## src/rtl/systolic_skew_feeder_pkg.sv

```systemverilog
// Shared types and helpers for the systolic operand skew feeder.
package systolic_skew_feeder_pkg;

  localparam int DATA_W_DEF = 8;
  localparam int N_DEF      = 4;
  localparam int K_W_DEF    = 8;

  typedef enum logic [2:0] {
    ST_IDLE   = 3'd0,
    ST_CLEAR  = 3'd1,
    ST_STREAM = 3'd2,
    ST_FLUSH  = 3'd3,
    ST_DONE   = 3'd4
  } state_e;

  // Last product reaches PE(N-1,N-1) 2N-1 edges after the final acceptance.
  function automatic int flush_cycles(input int n);
    return 2 * n - 1;
  endfunction

  function automatic int flush_cnt_w(input int n);
    return $clog2(2 * n);
  endfunction

  localparam int FLUSH_CYCLES = flush_cycles(N_DEF);
  localparam int FLUSH_CNT_W  = flush_cnt_w(N_DEF);

  function automatic logic [DATA_W_DEF-1:0] lane(input logic [N_DEF*DATA_W_DEF-1:0] vec,
                                                 input int i);
    return vec[i*DATA_W_DEF +: DATA_W_DEF];
  endfunction

endpackage

```

## src/rtl/skew_delay_line.sv

```systemverilog
// DEPTH-stage register chain; shifts every cycle, cleared by synchronous reset.
module skew_delay_line #(
  parameter int DEPTH  = 1,
  parameter int DATA_W = 8
) (
  input  logic              clk,
  input  logic              reset,
  input  logic [DATA_W-1:0] d_i,
  output logic [DATA_W-1:0] q_o
);

  logic [DATA_W-1:0] stage_q [DEPTH];

  always_ff @(posedge clk) begin
    if (reset) begin
      for (int s = 0; s < DEPTH; s++) stage_q[s] <= '0;
    end else begin
      stage_q[0] <= d_i;
      for (int s = 1; s < DEPTH; s++) stage_q[s] <= stage_q[s-1];
    end
  end

  assign q_o = stage_q[DEPTH-1];

endmodule

```

## src/rtl/systolic_skew_feeder.sv

```systemverilog
// Operand feeder for an N x N systolic MAC array: clears the PEs, skews lane i
// by i cycles, pads stalls and the tail with zeros, and pulses done when sums are final.
module systolic_skew_feeder
  import systolic_skew_feeder_pkg::*;
#(
  parameter int DATA_W = DATA_W_DEF,
  parameter int N      = N_DEF,
  parameter int K_W    = K_W_DEF
) (
  input  logic                clk,
  input  logic                reset,
  input  logic                start,
  input  logic [K_W-1:0]      k_len,
  input  logic                in_valid,
  output logic                in_ready,
  input  logic [N*DATA_W-1:0] in_a,
  input  logic [N*DATA_W-1:0] in_b,
  output logic [N*DATA_W-1:0] out_a,
  output logic [N*DATA_W-1:0] out_b,
  output logic                pe_clear,
  output logic                busy,
  output logic                done
);

  localparam int FLUSH_LEN = flush_cycles(N);
  localparam int FC_W      = flush_cnt_w(N);

  state_e          state_q;
  logic [K_W-1:0]  k_len_q;
  logic [K_W-1:0]  vec_cnt_q;
  logic [FC_W-1:0] flush_cnt_q;
  logic            in_ready_q;
  logic            pe_clear_q;
  logic            busy_q;
  logic            done_q;
  logic            accept;

  // in_ready_q is high exactly while in STREAM, so it doubles as the handshake gate.
  assign accept = in_valid & in_ready_q;

  always_ff @(posedge clk) begin
    if (reset) begin
      state_q     <= ST_IDLE;
      k_len_q     <= '0;
      vec_cnt_q   <= '0;
      flush_cnt_q <= '0;
      in_ready_q  <= 1'b0;
      pe_clear_q  <= 1'b0;
      busy_q      <= 1'b0;
      done_q      <= 1'b0;
    end else begin
      pe_clear_q <= 1'b0;
      done_q     <= 1'b0;
      case (state_q)
        ST_IDLE: begin
          if (start) begin
            k_len_q    <= k_len;
            vec_cnt_q  <= '0;
            state_q    <= ST_CLEAR;
            pe_clear_q <= 1'b1;
            busy_q     <= 1'b1;
          end
        end
        ST_CLEAR: begin
          if (k_len_q != '0) begin
            state_q    <= ST_STREAM;
            in_ready_q <= 1'b1;
          end else begin
            state_q <= ST_DONE;
            done_q  <= 1'b1;
          end
        end
        ST_STREAM: begin
          if (accept) begin
            vec_cnt_q <= vec_cnt_q + K_W'(1);
            if (vec_cnt_q == k_len_q - K_W'(1)) begin
              state_q     <= ST_FLUSH;
              flush_cnt_q <= '0;
              in_ready_q  <= 1'b0;
            end
          end
        end
        ST_FLUSH: begin
          if (flush_cnt_q == FC_W'(FLUSH_LEN - 1)) begin
            state_q <= ST_DONE;
            done_q  <= 1'b1;
          end else begin
            flush_cnt_q <= flush_cnt_q + FC_W'(1);
          end
        end
        ST_DONE: begin
          state_q <= ST_IDLE;
          busy_q  <= 1'b0;
        end
        default: begin
          state_q    <= ST_IDLE;
          in_ready_q <= 1'b0;
          busy_q     <= 1'b0;
        end
      endcase
    end
  end

  assign in_ready = in_ready_q;
  assign pe_clear = pe_clear_q;
  assign busy     = busy_q;
  assign done     = done_q;

  // Anything other than an accepted vector enters the chains as zero.
  for (genvar i = 0; i < N; i++) begin : g_lane
    logic [DATA_W-1:0] a_d;
    logic [DATA_W-1:0] b_d;

    assign a_d = accept ? in_a[i*DATA_W +: DATA_W] : '0;
    assign b_d = accept ? in_b[i*DATA_W +: DATA_W] : '0;

    skew_delay_line #(.DEPTH(i + 1), .DATA_W(DATA_W)) u_dly_a (
      .clk   (clk),
      .reset (reset),
      .d_i   (a_d),
      .q_o   (out_a[i*DATA_W +: DATA_W])
    );

    skew_delay_line #(.DEPTH(i + 1), .DATA_W(DATA_W)) u_dly_b (
      .clk   (clk),
      .reset (reset),
      .d_i   (b_d),
      .q_o   (out_b[i*DATA_W +: DATA_W])
    );
  end

endmodule

```

## config.mk

```make
export PLATFORM = sky130hd
export DESIGN_NAME = systolic_skew_feeder
export DESIGN_NICKNAME = d
export VERILOG_FILES = /design/src/rtl/systolic_skew_feeder_pkg.sv /design/src/rtl/skew_delay_line.sv /design/src/rtl/systolic_skew_feeder.sv
export SDC_FILE = /design/constraint.sdc
export NUM_CORES = 1
export LEC_CHECK = 0
export BUFFER_PORTS_ARGS = -buffer_cell sky130_fd_sc_hd__buf_2
export CAP_MARGIN = 10
export CORE_AREA = 2 2 96 135
export DETAILED_ROUTE_END_ITERATION = 8
export DIE_AREA = 0 0 98 137
export MAX_ROUTING_LAYER = met4
export PLACE_DENSITY_LB_ADDON = 0.25
export SYNTH_ARGS = -nofsm -noshare
export SYNTH_HDL_FRONTEND = slang
export SYNTH_SLANG_ARGS = --single-unit
```

## constraint.sdc

```tcl
create_clock -name clk -period 2.65 [get_ports clk]
set_input_delay 0.1325 -clock clk [delete_from_list [all_inputs] [get_ports clk]]
set_output_delay 0.1325 -clock clk [all_outputs]
set_load 0.02 [all_outputs]
```

After elaboration in Yosys (flattened, before gate mapping)
Memories as Yosys holds them, arrays and structs flattened.
Index checks and enable logic that the tools add are counted.
Storage, ports and cells
  memories kept: 8
  register bits: 26
  output and inout bits: 68
  input bits: 76
  RAM bits: 160
Operators by class
  reductions and logical operators: 15
  mux-type cells: 56
  add/subtract/negate cells: 3
  eq/ne operators: 12
  bitwise operators: 22
Memory list
  g_lane[3].u_dly_a.stage_q: words 4, bits a word 8, read ports 4, clocked after memory_dff 0, write ports 4, line skew_delay_line.sv:12  | logic [DATA_W-1:0] stage_q [DEPTH];
  g_lane[3].u_dly_b.stage_q: words 4, bits a word 8, read ports 4, clocked after memory_dff 0, write ports 4, line skew_delay_line.sv:12
  g_lane[2].u_dly_a.stage_q: words 3, bits a word 8, read ports 3, clocked after memory_dff 0, write ports 3, line skew_delay_line.sv:12
  g_lane[2].u_dly_b.stage_q: words 3, bits a word 8, read ports 3, clocked after memory_dff 0, write ports 3, line skew_delay_line.sv:12
  g_lane[1].u_dly_a.stage_q: words 2, bits a word 8, read ports 2, clocked after memory_dff 0, write ports 2, line skew_delay_line.sv:12
  g_lane[1].u_dly_b.stage_q: words 2, bits a word 8, read ports 2, clocked after memory_dff 0, write ports 2, line skew_delay_line.sv:12
  2 more memories
Operators with widths (number)
  $mux 8: 30
  $mux 3: 8
  $or 1x1->1: 18
  $pmux 8 s2: 1
  $reduce_or 8->1: 2
  $mux 1: 12
  $ne 2x2->1 const B: 6
  $pmux 3 s4: 1
  $reduce_and 4->1: 3
  $add 8x1->8 const B: 1
  $eq 8x8->1: 1
  $reduce_bool 8->1: 1
  $sub 8x1->8 const B: 1
  $eq 3x2->1 const B: 2
  $eq 3x3->1 const B: 2
  $pmux 3 s2: 1
  $reduce_or 3->1: 2
  $pmux 1 s2: 2
  $reduce_and 2->1: 2
  $reduce_bool 2->1: 2
  $add 3x1->3 const B: 1
  $eq 3x1->1 const B: 1
  $logic_not 3->1: 1
  $not 1->1: 3
  4 further kinds: 4

Depth between registers and ports, before layout
Gate-level depths: netlist of the first run.
  word-level depth: 5
  depth in mapped cells: 9
  mapped depth without buffers: 7

Hierarchy
A second synthesis of the first run with hierarchy kept.
Unflattened totals
  cell total of the unflattened synthesis: 613
  area total of the unflattened synthesis: 6512.5 um^2
Modules (own cells, without submodules)
  systolic_skew_feeder: times used 1, area each 1810.5 um^2, cells each 249, sequential area each 520.5 um^2
  skew_delay_line at g_lane[3].u_dly_a ...: times used 2, area each 863.3 um^2, cells each 67, sequential area each 640.6 um^2
  skew_delay_line at g_lane[2].u_dly_a ...: times used 2, area each 753.2 um^2, cells each 58, sequential area each 480.5 um^2
  skew_delay_line at g_lane[1].u_dly_a ...: times used 2, area each 524.3 um^2, cells each 41, sequential area each 320.3 um^2
  skew_delay_line at g_lane[0].u_dly_a ...: times used 2, area each 210.2 um^2, cells each 16, sequential area each 160.2 um^2

Least setup slack after synthesis of the first run
OpenSTA, ideal clock, no wires.
  path kind: reg2reg
  start point: reg k_len_q[0]
  end point: reg flush_cnt_q[1]
  buffers on the path: 2
  data arrival time: 2.034 ns
  path slack: 0.475 ns
  setup time: 0.141 ns
  period minus slack after synthesis: 2.175 ns
  stages on the path, launching flop included: 10
  cell sequence: dfxtp_1 -> clkbuf_1 -> inv_1 -> ha_1 -> buf_2 -> nor2b_1 -> or3_1 -> a31o_1 -> a211oi_2 -> a311oi_1
Between the ends
  longest elaborated chain between the ends: 4
Ends and longest elaborated chain
  start, declared: line systolic_skew_feeder.sv:29  | logic [K_W-1:0] k_len_q;
  start signal, assigned: line systolic_skew_feeder.sv:57  | k_len_q <= k_len;
  $sub 8x1->8: line systolic_skew_feeder.sv:76  | if (vec_cnt_q == k_len_q - K_W'(1)) begin
  $eq 8x8->1: line systolic_skew_feeder.sv:76
  $ne 2x2->1 (no line)
  $reduce_and 4->1 (no line)
  end signal, assigned: line systolic_skew_feeder.sv:88  | flush_cnt_q <= flush_cnt_q + FC_W'(1);
  end, declared: line systolic_skew_feeder.sv:31  | logic [FC_W-1:0] flush_cnt_q;
No other way between the ends.
A chain may end at the register's enable or synchronous reset.

Worst setup path in the final report of the first run
Same ends and word-level chain as after synthesis.

==> results of run 1 <==
-- layout make-up --
| cell class | instances | area (sq um) |
|---|---|---|
| clock buffer | 19 | 443 |
| clock inverter | 13 | 156 |
| fill | 957 | 4320 |
| inverter | 3 | 11.3 |
| multi-input combinational | 300 | 1860 |
| sequential | 186 | 3720 |
| tap | 150 | 188 |
| timing repair buffer | 218 | 1480 |
-- state kept, by name, summed over array words and instances (netlist names) --
register / count
done: 1
busy: 1
vec_cnt_q: 8
k_len_q: 8
in_ready: 1
state_q: 3
pe_clear: 1
flush_cnt_q: 3
g_lane.u_dly_b.stage_q: 80
g_lane.u_dly_a.stage_q: 80
-- routing by layer --
layer	share of wire [%]	GRT usage, %	wire length, microns	vias up
met2	52	29.7	5950	130
met5	0	-	0	-
met3	5.2	4.65	589	13
met1	41	19.1	4650	1809
li1	-	-	-	2051
met4	1.2	7.25	138	0
-- per-stage QoR --
| step | hold WS, ps | utilization (%) | setup WS (ps) | total power, mW |
|---|---|---|---|---|
| final | 178 | 64.5 | 380 | 6.00 |
| after global routing | 183 | 64.5 | 221 | 6.25 |
| after CTS | 157 | 64.3 | 405 | 6.06 |
| after detailed placement | 334 | 53.5 | 417 | 3.49 |
| after global placement | 332 | 53.5 | 482 | 3.47 |
| after floorplan | 254 | - | 475 | 3.34 |
-- worst min-delay path by stage --
stage             start                               end  slack, ps  cells past startpoint
4_1_cts           reset                      vec_cnt_q[1]        160                      2
6_report          reset  g_lane[3].u_dly_a.stage_q[0][17]        180                      2
5_1_grt           reset   g_lane[3].u_dly_a.stage_q[0][9]        180                      2
3_3_place_gp   in_b[13]   g_lane[1].u_dly_b.stage_q[0][5]        330                      2
3_5_place_dp   in_b[27]   g_lane[3].u_dly_b.stage_q[0][3]        330                      2
2_1_floorplan   in_a[0]   g_lane[0].u_dly_a.stage_q[0][0]        250                      1
-- cells by family (layout without fill, tap and decap cells) --
family                   Yosys count  after routing  share of synthesized area (%)
flip-flops                       186            186                           62.1
AO/OA/AOI/OAI                     37             37                           4.24
multiplexers                       1              1                          0.188
AND/OR/NAND/NOR                  243            243                           23.5
XOR/XNOR                          14             14                           2.05
buffers and inverters             69            253                           6.87
adder cells (fa/ha/maj)            5              5                           1.04
-- worst max-delay path, stage by stage (launching register included) --
cell and delay [ps]:
dfxtp_1 460, inv_1 120, ha_1 310, nor2b_1 160
or3_1 350, a31o_1 230, a211oi_2 360, a311oi_1 140
-- power by group through the flow --
stage          registers [mW]  clock network (mW)  logic (mW)
3_5_place_dp             3.02                   0       0.466
4_1_cts                  2.96                2.55       0.549
2_1_floorplan            3.01                   0       0.329
5_1_grt                  2.97                2.67       0.610
6_report                 2.96                2.48       0.559
3_3_place_gp             3.02                   0       0.449
-- cells in the final DEF (no fill, tap or decap), types with 3 or more instances in the layout --
cell type	Yosys	layout
a31oi_1	4	4
inv_8	0	3
nand2_1	26	26
clkinv_4	0	4
ha_1	5	5
nor3_1	13	13
nand3_1	5	5
xnor2_1	7	7
and2_1	64	64
nor2b_1	100	100
buf_4	40	3
a21oi_1	14	14
dlygate4sd3_1	0	72
nor2_1	20	19
inv_1	3	3
xor2_1	7	7
buf_2	2	142
clkbuf_16	0	17
nand2b_1	5	5
dfxtp_1	186	186
==> results.md, run 1 <==
* Status: complete, no violations
* Power Dens Cells at 763 mW/mm^2
* Max H-tree Level at 4
* Die Ht at 137 microns
* Synth-to-layout area growth at 31.3%
* CTS max path bufs at 2
* Required time of the critical path at 2920 ps
* Routed wire per std cell at 12.7 microns
* Sw power at 1.47 mW
* CTS tree: yes
* Syn Nets at 636
* 1st-iter DRT viols at 81
* Fraction of registers with async set/reset at 0%
* Tightest Pin Transition at 694 ps
* Setup TNS at 0 ps
* Largest cells by area after synthesis: dfxtp_1 (62%), nor2b_1 (10%), and2_1 (6.7%)
* Reg-to-reg endpoint: flush_cnt_q[1]
* Placed inst area at 0.00652 sq mm
* Post-synth EDFFs at 0
* Vias/cell at 4.50
* Starting Density at 49.1%
* Cell Area, Synth at 0.00599 sq mm
* Gr usage total at 17.3%
* CORE AREA at 0.0122 sq mm
* Post-synthesis register bit count at 186
* Post-synth cell types at 41
* Rows at 48
* Top-area cell type share of the netlist area at 62.1%
* Clk_skew at 7.86 ps
* Fin area at 0.00787 sq mm
* Kind of critical path: reg -> reg
* HPWL Detailed at 6.61 mm
* Switching part of the total at 24.5%
* Final min period at 2270 ps
* Final cell count without fillers at 889
* CP endpoint kind: flip-flop
* Fraction of layout cells with a size suffix above 1 at 24.9%
* Worst skew pair latency at 410 ps
* Post-synthesis sequential area ratio at 62.1%
* Routability congestion estimate from global placement at 0.804
* CTS clk-pin slew, worst paths at 70 ps
* Worst slew margin at 53.8%
* Total CTS buffers at 17
* R2R setup slack at 380 ps
* # setup viols final at 0
* Root buffer cell: clkbuf_16
* Grt ovf at 0
* Comb power frac at 9.3%
* CP startpoint kind: flip-flop
* Sequential fraction of design power at 49.3%
* Nets@finish at 807
* Reg2Reg Depth at 7
* Most instantiated library cell after synthesis: dfxtp_1
* CTS Hold Buffers Added at 72
* Post-synth top area cell: dfxtp_1
* RSZ-0062 raised after global routing: no
* Final Cycle Share at 85.7%
* DRT Pass-1 Iters at 5
* Post-CTS setup buffers at 0
* Pin count of the biggest net entering global routing at 73
* Critical Path Sink: flush_cnt_q[1]
* Avg Inst Size Synth at 10.8 sq um
* Cell Int Power at 4.53 mW
* Placed cells at 784
* DRT Wirelength at 11.3 mm
* Syn Inst Count at 555
* Die W at 98 microns
* FF-to-FF Start: k_len_q[0]
* Via count at 4003
* Final ANT Viol Nets at 0
* Crit Path Max Fanout at 8
* Top_reg_cell synth: dfxtp_1
* TritonCTS Sinks at 186
* Vias in the first global route at 3946
* Critical Path Start: k_len_q[0]
* Global-route wire length before repair at 18.0 mm
* Die area at 0.0134 sq mm
* Synthesis Warnings at 0
* Post-CTS sizing at 0
* Initial antenna violation count at 0
* Most instantiated cells after synthesis: dfxtp_1 (186), nor2b_1 (100), and2_1 (64)
* N_diodes at 0
* Input/output buffers at 143
* Max cap viols at 0
* Slew Viols, Final at 0
* Clock power share at 41.4%
* Worst vdd ir at 0.398 mV
* I/O Pins at 144
* Final count of hold timing violations at 0
* Hold Crit Class: in -> reg
* Leakage Power at 3.48 nW
* CP arrival at 2540 ps
* Highest Clock Rate at 0.441 GHz
* DRC violations left at 0
No activity file was read; power rests on OpenSTA's default activity.
==> run 2: changes to the inputs <==
--- a/config.mk
+++ b/config.mk
@@ -8,6 +8,7 @@
 export BUFFER_PORTS_ARGS = -buffer_cell sky130_fd_sc_hd__buf_2
 export CAP_MARGIN = 10
 export CORE_AREA = 2 2 96 135
+export CTS_BUF_LIST = sky130_fd_sc_hd__clkbuf_8
 export DETAILED_ROUTE_END_ITERATION = 8
 export DIE_AREA = 0 0 98 137
 export MAX_ROUTING_LAYER = met4
==> run 2 against run 1 <==
Against the previous run: sequential cell count unchanged; final cell count unchanged; worst hold slack worse by 30 ps; critical path depth unchanged; maximum frequency down 0.13%; critical path type unchanged.
==> results.md, run 2 (synthesis results as in run 1) <==
* Status: complete, no violations
* Slew Viols, Final at 0
* CP arrival at 2570 ps
* Pin count of the biggest net entering global routing at 73
* Clk_skew at 12.2 ps
* Dpl ws at 417 ps
* Initial antenna violation count at 0
* Routability congestion estimate from global placement at 0.804
* Vias/cell at 4.48
* TritonCTS Sinks at 186
* CTS tree: yes
* Synth-to-layout area growth at 28.1%
* DRT Wirelength at 11.3 mm
* Fraction of layout cells with a size suffix above 1 at 24.9%
* Global-route wire length before repair at 17.9 mm
* Grt ovf at 0
* Fin area at 0.00768 sq mm
* Max H-tree Level at 4
* Fin worst setup slack at 377 ps
* CP startpoint kind: flip-flop
* Starting Density at 49.1%
* N_diodes at 0
* Hold_ws at 148 ps
* Slowest cell delay on critical path at 470 ps
* Reg-to-reg endpoint: flush_cnt_q[1]
* Number of cells on the worst hold path at 2
* Setup TNS at 0 ps
* Gr usage total at 17.4%
* Worst skew pair latency at 440 ps
* Commonest cells after routing, fill and taps aside: dfxtp_1 (186), buf_2 (142), nor2b_1 (100)
* Vias in the first global route at 3951
* Power Dens Cells at 698 mW/mm^2
* HPWL Detailed at 6.61 mm
* Final core occ at 63.0%
* Nets@finish at 807
* Kind of critical path: reg -> reg
* CTS max path bufs at 2
* DRT Pass-1 Iters at 4
* Final cell count without fillers at 889
* Final Cycle Share at 85.8%
* Most common cell after layout, fill and taps aside: dfxtp_1
* Via count at 3982
* Placed cells at 784
* Post-CTS sizing at 0
* Total CTS buffers at 17
* Final min period at 2270 ps
* Routed wire per std cell at 12.7 microns
* Die area at 0.0134 sq mm
* Required time of the critical path at 2950 ps
* Input/output buffers at 143
* Power Total at 5.35 mW
* # setup viols final at 0
* Hold EP: vec_cnt_q[1]
* Highest Clock Rate at 0.440 GHz
* Final ANT Viol Nets at 0
* Die W at 98 microns
* 1st-iter DRT viols at 72
* Rows at 48
* Tightest Pin Transition at 696 ps
* Biggest regs: g_lane.u_dly_a.stage_q (80), g_lane.u_dly_b.stage_q (80)
* Placed inst area at 0.00652 sq mm
* Root buffer cell: clkbuf_8
* Hold_sp: reset
* Leakage Power at 3.40 nW
* Max cap viols at 0
* DRC violations left at 0
* CP endpoint kind: flip-flop
* CORE AREA at 0.0122 sq mm
* FF-to-FF Start: k_len_q[0]
* RSZ-0062 raised after global routing: no
* Hold Crit Class: in -> reg
* Die Ht at 137 microns
* Crit-path cells: inv_1 -> ha_1 -> nor2b_1 -> or3_1 -> a31o_1 -> a211oi_2 -> a311oi_1
* Slowest CP cell: dfxtp_1
* R2R setup slack at 380 ps
* Crit Path Max Fanout at 8
* Post-CTS setup buffers at 0
* CTS clk-pin slew, worst paths at 90 ps
* Worst vdd ir at 0.428 mV
* I/O Pins at 144
* Final count of hold timing violations at 0
* Reg2Reg Depth at 7
* Worst slew margin at 53.6%
run 2: cell type report:
type	instances	area, sq um
Clock buffer	18	248
Clock inverter	14	160
Fill cell	987	4520
Inverter	3	11.3
Multi-Input combinational cell	300	1860
Sequential cell	186	3720
Tap cell	150	188
Timing Repair Buffer	218	1480
run 2: how the worst max path moves through the flow:
| stage | from | endpoint | slack (ps) | cells past startpoint |
|---|---|---|---|---|
| 2_1_floorplan | k_len_q[0] | flush_cnt_q[1] | 480 | 9 |
| 3_3_place_gp | k_len_q[0] | flush_cnt_q[1] | 480 | 7 |
| 3_5_place_dp | k_len_q[0] | flush_cnt_q[2] | 420 | 7 |
| 4_1_cts | k_len_q[0] | flush_cnt_q[2] | 400 | 7 |
| 5_1_grt | k_len_q[0] | flush_cnt_q[1] | 220 | 7 |
| 6_report | k_len_q[0] | flush_cnt_q[1] | 380 | 7 |
run 2: power by group:
group	internal, mW	total [mW]	leakage, nW	switching [mW]
combinational	0.278	0.558	1.69	0.280
sequential	2.88	2.96	1.50	0.0752
clock	0.812	1.84	0.206	1.03
run 2: metal layers:
| metal | global-route usage [%] | up-vias | routed length (microns) |
|---|---|---|---|
| met3 | 4.95 | 13 | 596 |
| met2 | 30.1 | 120 | 6040 |
| met1 | 18.4 | 1799 | 4500 |
| li1 | - | 2050 | - |
| met5 | - | - | 0 |
| met4 | 7.87 | 0 | 125 |
run 2: worst max-delay path, delay by kind of cell, from the launching register on:
family                     cells  cell delay (ps)
AOI/OAI and AO/OA              3              720
and+or+nand+nor                2              520
DFF                            1              470
adders and majority gates      1              310
buffers and inverters          1              120
run 2: what timing repair did:
item / CTS / global route
setup endpoints to repair: 0 / 0
hold buffers: 72 / 0
endpoints found under the hold margin: 72 / 0
